**src/rtl/xrisc_multi_ctrl.sv**
```systemverilog
// xrisc_multi_ctrl: multicycle X-RISC control FSM driving a shared memory port, ALU and PC/IR/OldPC/ALUOut/Data registers.
// Define XRISC_CTRL_PERF_EN to build the cycle and retired-instruction counters; otherwise both ports are tied to 0.
module xrisc_multi_ctrl #(
    parameter int unsigned STATE_W     = 4,
    parameter bit          TRAP_STICKY = 1'b1
) (
    input  logic               clk,
    input  logic               reset,
    input  logic [6:0]         op,
    input  logic [2:0]         funct3,
    input  logic               funct7b5,
    input  logic               zero,
    input  logic               mem_ready,
    output logic               pc_write,
    output logic               adr_src,
    output logic               mem_write,
    output logic               ir_write,
    output logic [1:0]         result_src,
    output logic [1:0]         alu_src_a,
    output logic [1:0]         alu_src_b,
    output logic [2:0]         alu_control,
    output logic [1:0]         imm_src,
    output logic               reg_write,
    output logic               illegal,
    output logic [STATE_W-1:0] state,
    output logic [31:0]        cycle_cnt,
    output logic [31:0]        instret_cnt
);
    localparam logic [3:0] FETCH    = 4'd0;
    localparam logic [3:0] DECODE   = 4'd1;
    localparam logic [3:0] MEMADR   = 4'd2;
    localparam logic [3:0] MEMREAD  = 4'd3;
    localparam logic [3:0] MEMWB    = 4'd4;
    localparam logic [3:0] MEMWRITE = 4'd5;
    localparam logic [3:0] EXECR    = 4'd6;
    localparam logic [3:0] EXECI    = 4'd7;
    localparam logic [3:0] ALUWB    = 4'd8;
    localparam logic [3:0] BEQ      = 4'd9;
    localparam logic [3:0] JAL      = 4'd10;
    localparam logic [3:0] TRAP     = 4'd11;

    localparam logic [6:0] OP_LW  = 7'b0000011;
    localparam logic [6:0] OP_SW  = 7'b0100011;
    localparam logic [6:0] OP_R   = 7'b0110011;
    localparam logic [6:0] OP_I   = 7'b0010011;
    localparam logic [6:0] OP_BEQ = 7'b1100011;
    localparam logic [6:0] OP_JAL = 7'b1101111;

    logic [3:0] st, nxt;
    logic [1:0] alu_op;
    logic [2:0] alu_f3;
    logic       bad_f3;

    always_ff @(posedge clk or negedge reset)
        if (!reset) st <= FETCH;
        else        st <= nxt;

    always_comb begin
        nxt        = FETCH;
        pc_write   = 1'b0;
        adr_src    = 1'b0;
        mem_write  = 1'b0;
        ir_write   = 1'b0;
        result_src = 2'b00;
        alu_src_a  = 2'b00;
        alu_src_b  = 2'b00;
        reg_write  = 1'b0;
        alu_op     = 2'b00;
        case (st)
            FETCH: begin
                alu_src_b  = 2'b10;
                result_src = 2'b10;
                ir_write   = mem_ready;
                pc_write   = mem_ready;
                nxt        = mem_ready ? DECODE : FETCH;
            end
            DECODE: begin
                alu_src_a = 2'b01;
                alu_src_b = 2'b01;
                nxt = (op == OP_LW || op == OP_SW) ? MEMADR :
                      (op == OP_R)   ? EXECR :
                      (op == OP_I)   ? EXECI :
                      (op == OP_BEQ) ? BEQ   :
                      (op == OP_JAL) ? JAL   : TRAP;
            end
            MEMADR: begin
                alu_src_a = 2'b10;
                alu_src_b = 2'b01;
                nxt       = op[5] ? MEMWRITE : MEMREAD;
            end
            MEMREAD: begin
                adr_src = 1'b1;
                nxt     = mem_ready ? MEMWB : MEMREAD;
            end
            MEMWB: begin
                result_src = 2'b01;
                reg_write  = 1'b1;
            end
            MEMWRITE: begin
                adr_src   = 1'b1;
                mem_write = 1'b1;
                nxt       = mem_ready ? FETCH : MEMWRITE;
            end
            EXECR: begin
                alu_src_a = 2'b10;
                alu_op    = 2'b10;
                nxt       = ALUWB;
            end
            EXECI: begin
                alu_src_a = 2'b10;
                alu_src_b = 2'b01;
                alu_op    = 2'b10;
                nxt       = ALUWB;
            end
            ALUWB: reg_write = 1'b1;
            BEQ: begin
                alu_src_a = 2'b10;
                alu_op    = 2'b01;
                pc_write  = zero;
            end
            JAL: begin
                alu_src_a = 2'b01;
                alu_src_b = 2'b10;
                pc_write  = 1'b1;
                nxt       = ALUWB;
            end
            TRAP: nxt = TRAP_STICKY ? TRAP : FETCH;
            default: nxt = FETCH;
        endcase
    end

    always_comb begin
        bad_f3 = 1'b0;
        alu_f3 = 3'b000;
        case (funct3)
            3'b000: alu_f3 = (op[5] & funct7b5) ? 3'b001 : 3'b000;
            3'b010: alu_f3 = 3'b101;
            3'b110: alu_f3 = 3'b011;
            3'b111: alu_f3 = 3'b010;
            default: bad_f3 = 1'b1;
        endcase
    end

    assign alu_control = (alu_op == 2'b10) ? alu_f3 : (alu_op == 2'b01) ? 3'b001 : 3'b000;
    assign illegal     = (st == TRAP) | ((alu_op == 2'b10) & bad_f3);
    assign imm_src     = (op == OP_SW) ? 2'b01 : (op == OP_BEQ) ? 2'b10 : (op == OP_JAL) ? 2'b11 : 2'b00;
    assign state       = STATE_W'(st);

`ifdef XRISC_CTRL_PERF_EN
    logic [31:0] cyc_q, ret_q;
    logic        retire;

    // TRAP->FETCH is not a retirement; JAL retires through ALUWB
    assign retire = (nxt == FETCH) && (st == MEMWB || st == MEMWRITE || st == ALUWB || st == BEQ);

    always_ff @(posedge clk or negedge reset)
        if (!reset) begin
            cyc_q <= '0;
            ret_q <= '0;
        end else begin
            cyc_q <= cyc_q + 32'd1;
            if (retire) ret_q <= ret_q + 32'd1;
        end

    assign cycle_cnt   = cyc_q;
    assign instret_cnt = ret_q;
`else
    assign cycle_cnt   = '0;
    assign instret_cnt = '0;
`endif
endmodule

```
**config.mk**
```make
export PLATFORM = sky130hd
export DESIGN_NAME = xrisc_multi_ctrl
export DESIGN_NICKNAME = d
export VERILOG_FILES = /design/src/rtl/xrisc_multi_ctrl.sv
export SDC_FILE = /design/constraint.sdc
export NUM_CORES = 1
export LEC_CHECK = 0
export CAP_MARGIN = 20
export CORE_ASPECT_RATIO = 0.5
export CORE_MARGIN = 2
export CORE_UTILIZATION = 28
export CTS_BUF_LIST = sky130_fd_sc_hd__clkbuf_8
export DETAILED_ROUTE_END_ITERATION = 10
export PLACE_DENSITY = 0.86
export SYNTH_ARGS = -nofsm -noshare
export SYNTH_HDL_FRONTEND = slang
export SYNTH_SLANG_ARGS = --single-unit
```
**constraint.sdc**
```tcl
create_clock -name clk -period 1.34 [get_ports clk]
set_clock_uncertainty 0.05 [all_clocks]
set_input_delay 0.268 -clock clk [delete_from_list [all_inputs] [get_ports clk]]
set_output_delay 0.268 -clock clk [all_outputs]
set_load 0.05 [all_outputs]
```
# ---- After elaboration in Yosys (flattened, before gate mapping)
# Cells that the tools add are included.
# Widths: inputs -> output; s select.
dict set report word_totals {
  reg_bits 4
  inputBits 15
  out_inout_bits 85
  word_cells 65
}
dict set report op_classes {
  n_eq_ne 22
  n_mux 27
  bitwise 3
  reduce_logical 12
}
# operator n
set ops {}
lappend ops {{$pmux 4 s7} 1}
lappend ops {{$eq 4x3->1 const B} 4}
lappend ops {{$eq 4x4->1 const B} 4}
lappend ops {{$pmux 2 s2} 4}
lappend ops {{$eq 7x6->1 const B} 2}
lappend ops {{$eq 7x7->1 const B} 2}
lappend ops {{$mux 3} 4}
lappend ops {{$mux 4} 3}
lappend ops {{$pmux 3 s4} 1}
lappend ops {{$reduce_or 2->1} 5}
lappend ops {{$mux 1} 9}
lappend ops {{$eq 4x2->1 const B} 2}
lappend ops {{$mux 2} 4}
lappend ops {{$reduce_or 4->1} 2}
lappend ops {{$eq 7x2->1 const B} 1}
lappend ops {{$eq 7x5->1 const B} 1}
lappend ops {{$eq 3x3->1 const B} 2}
lappend ops {{$reduce_or 3->1} 2}
lappend ops {{$eq 4x1->1 const B} 1}
lappend ops {{$logic_not 4->1} 1}
lappend ops {{$eq 3x2->1 const B} 1}
lappend ops {{$logic_not 3->1} 1}
lappend ops {{$pmux 1 s3} 1}
lappend ops {{$and 1x1->1} 2}
lappend ops {{other kinds (4)} 4}

# ---- Depth between registers and ports, before layout
# Gate-level depths: netlist (run 1).
dict set report logic_depth {
  ltp_word 7
  ltp_mapped 5
  ltp_nobuf 4
}

# ---- Worst setup path after synthesis (run 1)
# OpenSTA, ideal clock, no wires.
dict set report synth_path {
  path_kind {register to output}
  from {register st[2], in the netlist state[2]}
  to {output port ir_write}
  arrival_time_ps 2998
  required_ps 1022
  setup_slack_ps -1976
  stages_incl_launch_ff 4
  path_buffers 1
  cell_sequence {dfrtp_1 > buf_2 > nor4_1 > and2_1}
}
dict set report synth_between {
  elab_chain_len 2
}
# element line
set synth_lines {}
lappend synth_lines {{start, declared} 49} ;# logic [3:0] st, nxt;
lappend synth_lines {{start signal, assigned} 56} ;# else st <= nxt;
lappend synth_lines {{$logic_not 4->1} 69} ;# case (st)
lappend synth_lines {{$mux 1} 69}
lappend synth_lines {{end, declared} 17} ;# output logic ir_write,
# No other way between the ends.

# ---- Worst setup path in the final report (run 1)
dict set report layout_path {
  from {register st[1], in the netlist state[1]}
  to {output port alu_src_a[0]}
}
dict set report layout_between {
  elab_chain_len 3
  elab_cells_between_ends 9
  classes_between {eq/ne (6); mux (1); reduce/logical (2)}
}
# element line
set layout_lines {}
lappend layout_lines {{$eq 4x4->1 (tied with other cells)} 69}
lappend layout_lines {{$reduce_or 4->1 (no line) / $reduce_or 2->1 (equally long branches)} -}
lappend layout_lines {{$pmux 2 s2 (*)} 69}
lappend layout_lines {{end, declared} 19} ;# output logic [1:0] alu_src_a,
# Mark *: on every way between the ends. The rest lies on a longest branch, timed or not.

==> summary.txt, run 1 <==
Status
  • Status: finished, violations left
  • Failing checks: setup timing

Synth
  • Mapped Cells: 148
  • Fraction of registers with async set/reset: 1.00
  • Synth top area share: 0.469
  • Syn Area/Cell: 7.03 µm²
  • Syn Std Cell Area: 1040 µm²
  • Seq cells post-synth: 4
  • Synth area leaders: buf_4 47%, dfrtp_1 9.6%, nor2_1 4.7%
  • Post-synthesis sequential area ratio: 0.0962
  • Count of different cell masters after synthesis: 35
  • Primary flip-flop cell chosen by synthesis mapping: dfrtp_1
  • Synth Warn #: 0
  • Area leader, netlist: buf_4
  • Number of synthesized flops with an enable pin: 0

Global routing
  • Global-route met3 utilization: 0.0321
  • Largest net degree at the start of global routing: 11
  • Met1 Track Usage GR: 0.144
  • First-pass GRT wire length: 5040 µm
  • Global route hottest layer: met2
  • Initial antenna violation count: 0
  • Global-route track usage on met2: 0.361
  • Vias in the first global route: 1026
  • Gr ovfl total: 0
  • Global Route Usage Sum: 0.154

Layout
  • Post-route insts no fill: 267
  • Diode count: 0
  • Share of post-route cells with drive strength above 1: 0.505
  • Largest register FFs: 4
  • Area grow syn2layout: 89.9%
  • Nets: 233

Clock tree
  • # H-tree levels: 1
  • CTS Sinks: 4
  • Clk buf depth: 2
  • Clk_lat worst skew: 220 ps
  • Clk root buf: clkbuf_8
  • Clk pin slew, worst setup/hold paths: 30 ps
  • TritonCTS Buffers: 3
  • TritonCTS clock tree: built

Placed design
  • Placed wire-length estimate: 2630 µm
  • Pre-CTS setup slack: -491 ps
  • IO buf count: 35
  • Placed instance count: 254
  • GP Congestion: 0.833

Worst setup path
  • CP Class: register to primary output
  • Crit path cell chain: nand2b_4 -> o22a_1 -> nor2_2 -> buf_12
  • Worst setup path startpoint: state[1]$_DFF_PN0_
  • CP max FO: 9
  • Crit path capture type: primary output
  • Critical Path RT: 1020 ps
  • Crit path largest cell delay: 550 ps
  • Slowest cell on crit path: dfrtp_4
  • Critical path launch point type: register
  • R2r startpoint: state[1]$_DFF_PN0_
  • Critical Path AT: 1460 ps

Timing
  • PnR worst setup slack: -438 ps
  • Final Hold Fails: 0
  • Setup violators final: 24
  • RSZ-0062 raised after global routing: yes
  • WHS: 217 ps
  • Final worst-path cycle share: 1.33
  • Post-layout min period: 1780 ps
  • Final slew viol count: 0
  • Fmax: 563 MHz
  • Setup TNS: -6440 ps

Floorplanning
  • Chip width: 90.2 µm
  • Placeable Area: 3490 µm²
  • Die ar.: 4250 µm²
  • Initial Util: 0.298
  • IO Pins: 100
  • Row count: 15
  • Die Y: 47.1 µm

Hold path
  • Hold Path Class: input port to async pin

Drt
  • Detailed Route Iter0 Violations: 28
  • Post-route ant nets: 0
  • DRC Markers: 0
  • Drt total wl: 3480 µm
  • Pre-Repair DR Iteration Count: 4
  • Drt wl/cell: 13.0 µm
  • Via count: 1101
  • Drt via density: 4.12

Power and ir drop
  • Worst VDD drop: 0.830 mV
  • PwrDens: 2530 nW/µm²
  • Total power: 5.00 mW
  • Leakage power: 0.936 nW

Run
  • Max-cap violations: 0
==> timing repair <==
action / in CTS / in global routing
buffers inserted: 9 / 1
resized for setup: 57 / 7
pin swaps: 9 / 7
setup endpoints to repair: 23 / 25
hold buffers: 0 / 0
cloned: 0 / 0
==> critical path: cells and delay by family (launching register included) <==
family / cells / cell delay [ps]
AND/OR/NAND/NOR: 2 / 330
AO/OA/AOI/OAI: 1 / 210
buffers and inverters: 1 / 150
flip-flops: 1 / 550
==> synth_stat cells (2+ instances only) <==
library cell,count
nor2_1,13
nand2_1,5
xor2_1,2
nor4_1,2
buf_2,3
a22oi_1,2
nor3_1,6
dfrtp_1,4
nand2b_1,4
a21oi_1,6
o21ai_0,5
a31oi_1,2
buf_4,65
nor2b_1,3
inv_1,5
nand3_1,2
==> metal layers <==
layer	share of wire	wire, µm	up-vias
li1	-	-	502
met1	0.32	1120	527
met2	0.60	2090	64
met3	0.059	205	8
met4	0.020	68	0
met5	0	0	-
==> final cells by class <==
cell class,count,area [µm²]
timing repair buffer,71,862
inverter,5,21.3
clock buffer,3,41.3
fill,285,1510
tap,51,63.8
sequential,4,108
multi-input combinational,133,881
==> placed cells by master (no fill, tap or decap), types with 2 or more instances in the layout <==
cell type	instances
a21oi_1	4
buf_12	20
buf_2	4
buf_4	23
buf_6	14
buf_8	3
clkbuf_8	3
clkdlybuf4s50_1	4
conb_1	64
dfrtp_2	3
dlygate4sd2_1	3
inv_1	4
nand2_1	3
nand2b_1	3
nand2b_4	2
nand3_1	2
nor2_1	5
nor2_2	5
nor2_4	3
nor2b_4	3
nor3_1	2
nor3_4	3
nor4_4	2
o21ai_4	2
or3_4	2
==> path summary, 6_finish.rpt <==
check                                     end  slack (ps)  depth (start not counted)
max in group asynchronous  state[1]$_DFF_PN0_         820                          1
min in group clk           state[2]$_DFF_PN0_         420                          5
min                        state[1]$_DFF_PN0_         220                          1
max                              alu_src_a[0]        -440                          4
max reg2reg                state[0]$_DFF_PN0_        -230                          4
min reg2reg                state[2]$_DFF_PN0_         620                          2
==> cell families after synthesis <==
family,count (synthesis),synth area share
other,1,0.00360
AOI/OAI and AO/OA,22,0.138
and+or+nand+nor,44,0.232
xor gates and xnor gates,3,0.0252
buffers and inverters,74,0.505
DFF,4,0.0962
==> stage by stage <==
step                utilization  instance area, µm²
floorplan                     -                1500
global placement          0.506                1770
detailed placement        0.506                1770
CTS                       0.558                1950
global route              0.566                1980
finish                    0.566                1980
==> power by group <==
| group | switching (mW) | internal (mW) | total, mW |
|---|---|---|---|
| clock network | 0.0629 | 0.192 | 0.254 |
| logic | 2.43 | 1.95 | 4.39 |
| registers | 0.168 | 0.195 | 0.363 |
No activity file was read; power rests on OpenSTA's default activity.
==> run 2, diff against run 1 <==
--- a/config.mk
+++ b/config.mk
@@ -12,6 +12,7 @@
 export CTS_BUF_LIST = sky130_fd_sc_hd__clkbuf_8
 export DETAILED_ROUTE_END_ITERATION = 10
 export PLACE_DENSITY = 0.86
+export SKIP_CTS_REPAIR_TIMING = 1
 export SYNTH_ARGS = -nofsm -noshare
 export SYNTH_HDL_FRONTEND = slang
 export SYNTH_SLANG_ARGS = --single-unit
==> run 2 against run 1 <==
The flow still finishes with violations (setup timing). Largest power group unchanged. Final cell count decreased by 0.37%. First-iteration DRC count decreased by 18%. Non-clock buffer count fell by 1. Critical path type unchanged. Largest cell class unchanged. Combinational power rose by 4%. Maximum frequency down 2.7%.
==> summary.txt, run 2 (synthesis results as in run 1) <==
Timing
  • Setup violators final: 25 (+4.2%)
  • Post-layout min period: 1830 ps (+49.1 ps)
  • Final slew viol count: 0 (unchanged)
  • Final Hold Fails: 0 (unchanged)
  • WHS: 217 ps (-0.514 ps)
  • Final worst-path cycle share: 1.36 (+0.0367)
  • RSZ-0062 raised after global routing: yes
  • Fmax: 547 MHz (-2.7%)
  • PnR worst setup slack: -487 ps (-49.1 ps)

Floorplanning
  • IO Pins: 100 (unchanged)
  • Chip width: 90.2 µm (unchanged)
  • Die Y: 47.1 µm (unchanged)
  • Row count: 15 (unchanged)
  • Placeable Area: 3490 µm² (unchanged)
  • Initial Util: 0.298 (unchanged)
  • Die ar.: 4250 µm² (unchanged)

Placed design
  • Placed instance count: 254 (unchanged)
  • IO buf count: 35 (unchanged)
  • GP Congestion: 0.833 (unchanged)
  • Placed wire-length estimate: 2630 µm (unchanged)
  • Pre-CTS setup slack: -491 ps (unchanged)

Drt
  • Pre-Repair DR Iteration Count: 4 (unchanged)
  • DRC Markers: 0 (unchanged)
  • Drt via density: 4.18 (+1.4%)
  • Post-route ant nets: 0 (unchanged)
  • Drt wl/cell: 13.3 µm (+1.9%)
  • Drt total wl: 3540 µm (+1.5%)
  • Detailed Route Iter0 Violations: 23 (-18%)
  • Via count: 1112 (+1.0%)

Power and ir drop
  • Leakage power: 0.989 nW (+5.7%)
  • Worst VDD drop: 0.835 mV (+0.66%)
  • PwrDens: 2570 nW/µm² (+1.4%)
  • Total power: 5.15 mW (+2.9%)

Layout
  • Final core utilization: 0.575 (+0.00860)
  • Area grow syn2layout: 92.8%
  • Largest register FFs: 4 (unchanged)
  • Most frequent cells in the layout: 64 x conb_1, 24 x buf_4, 20 x buf_12, 12 x buf_6, 6 x dlymetal6s2s_1
  • Nets: 232 (-0.43%)
  • Share of post-route cells with drive strength above 1: 0.484 (-0.0209)
  • Most common cell after layout, fill and taps aside: conb_1
  • Post-route insts no fill: 266 (-0.37%)
  • Fillers: 277 (-2.8%)
  • Diode count: 0 (unchanged)

Clock tree
  • Clk pin slew, worst setup/hold paths: 30 ps (about the same)
  • TritonCTS Buffers: 3 (unchanged)
  • CTS Sinks: 4 (unchanged)
  • # H-tree levels: 1 (unchanged)
  • TritonCTS clock tree: built
  • Clk_lat worst skew: 210 ps (about the same)
  • Clk buf depth: 2 (unchanged)
  • Clk root buf: clkbuf_8

Global routing
  • Largest net degree at the start of global routing: 11 (unchanged)
  • Gr ovfl total: 0 (unchanged)
  • First-pass GRT wire length: 4350 µm (-14%)
  • Initial antenna violation count: 0 (unchanged)
  • Global Route Usage Sum: 0.130 (-0.0237)
  • Vias in the first global route: 941 (-8.3%)

Worst setup path
  • CP Class: register to primary output
  • Cell count of the worst reg-to-reg path: 6 (+2)
  • CP max FO: 5 (-4)
  • Crit path capture type: primary output
  • Critical path launch point type: register
  • Critical Path AT: 1510 ps (+50 ps)
  • Critical Path RT: 1020 ps (about the same)

Hold path
  • Hold Path Class: input port to async pin

Status
  • Status: finished, violations left
  • Failing checks: setup timing

Run
  • Max-cap violations: 0 (unchanged)
[run 2: through the flow]
step	cell area (µm²)	TNS [ps]
finish	2010	-7090
global route	2010	-8050
CTS	1810	-7750
detailed placement	1770	-6050
global placement	1770	-5430
floorplan	1500	-5830
[run 2: area by class of cell]
class | count | area [µm²] | area share
Clock buffer | 3 | 41.3 | 0.0206
Timing Repair Buffer | 70 | 881 | 0.439
Tap cell | 51 | 63.8 | 0.0318
Multi-Input combinational cell | 133 | 892 | 0.445
Inverter | 5 | 21.3 | 0.0106
Sequential cell | 4 | 108 | 0.0536
[run 2: power by group]
part / total, mW / leakage (nW) / switching [mW] / internal, mW
Combinational: 4.58 / 0.922 / 2.52 / 2.06
Clock: 0.250 / 0.0216 / 0.0592 / 0.191
Sequential: 0.321 / 0.0456 / 0.126 / 0.194
Total: 5.15 / 0.989 / 2.71 / 2.44
[run 2: worst paths after layout]
path / from / to / slack [ps]
max in group asynchronous: reset / state[1]$_DFF_PN0_ / 820
hold reg to reg: state[3]$_DFF_PN0_ / state[2]$_DFF_PN0_ / 600
min in group clk: op[4] / state[2]$_DFF_PN0_ / 380
hold / removal: reset / state[1]$_DFF_PN0_ / 220
setup reg to reg: state[1]$_DFF_PN0_ / state[0]$_DFF_PN0_ / -350
setup / recovery: state[1]$_DFF_PN0_ / alu_src_b[1] / -490
[run 2: critical path, stage by stage, from the launching register on]
cell       delay, ps
dfrtp_4          470
buf_6            140
buf_6            120
xor2_2           140
nor3_2           220
clkbuf_16        200
[run 2: metal layers]
layer,global-route usage,share of wire
met5,0,0
met4,0.0523,0.021
met3,0.0273,0.076
met2,0.283,0.58
met1,0.131,0.33
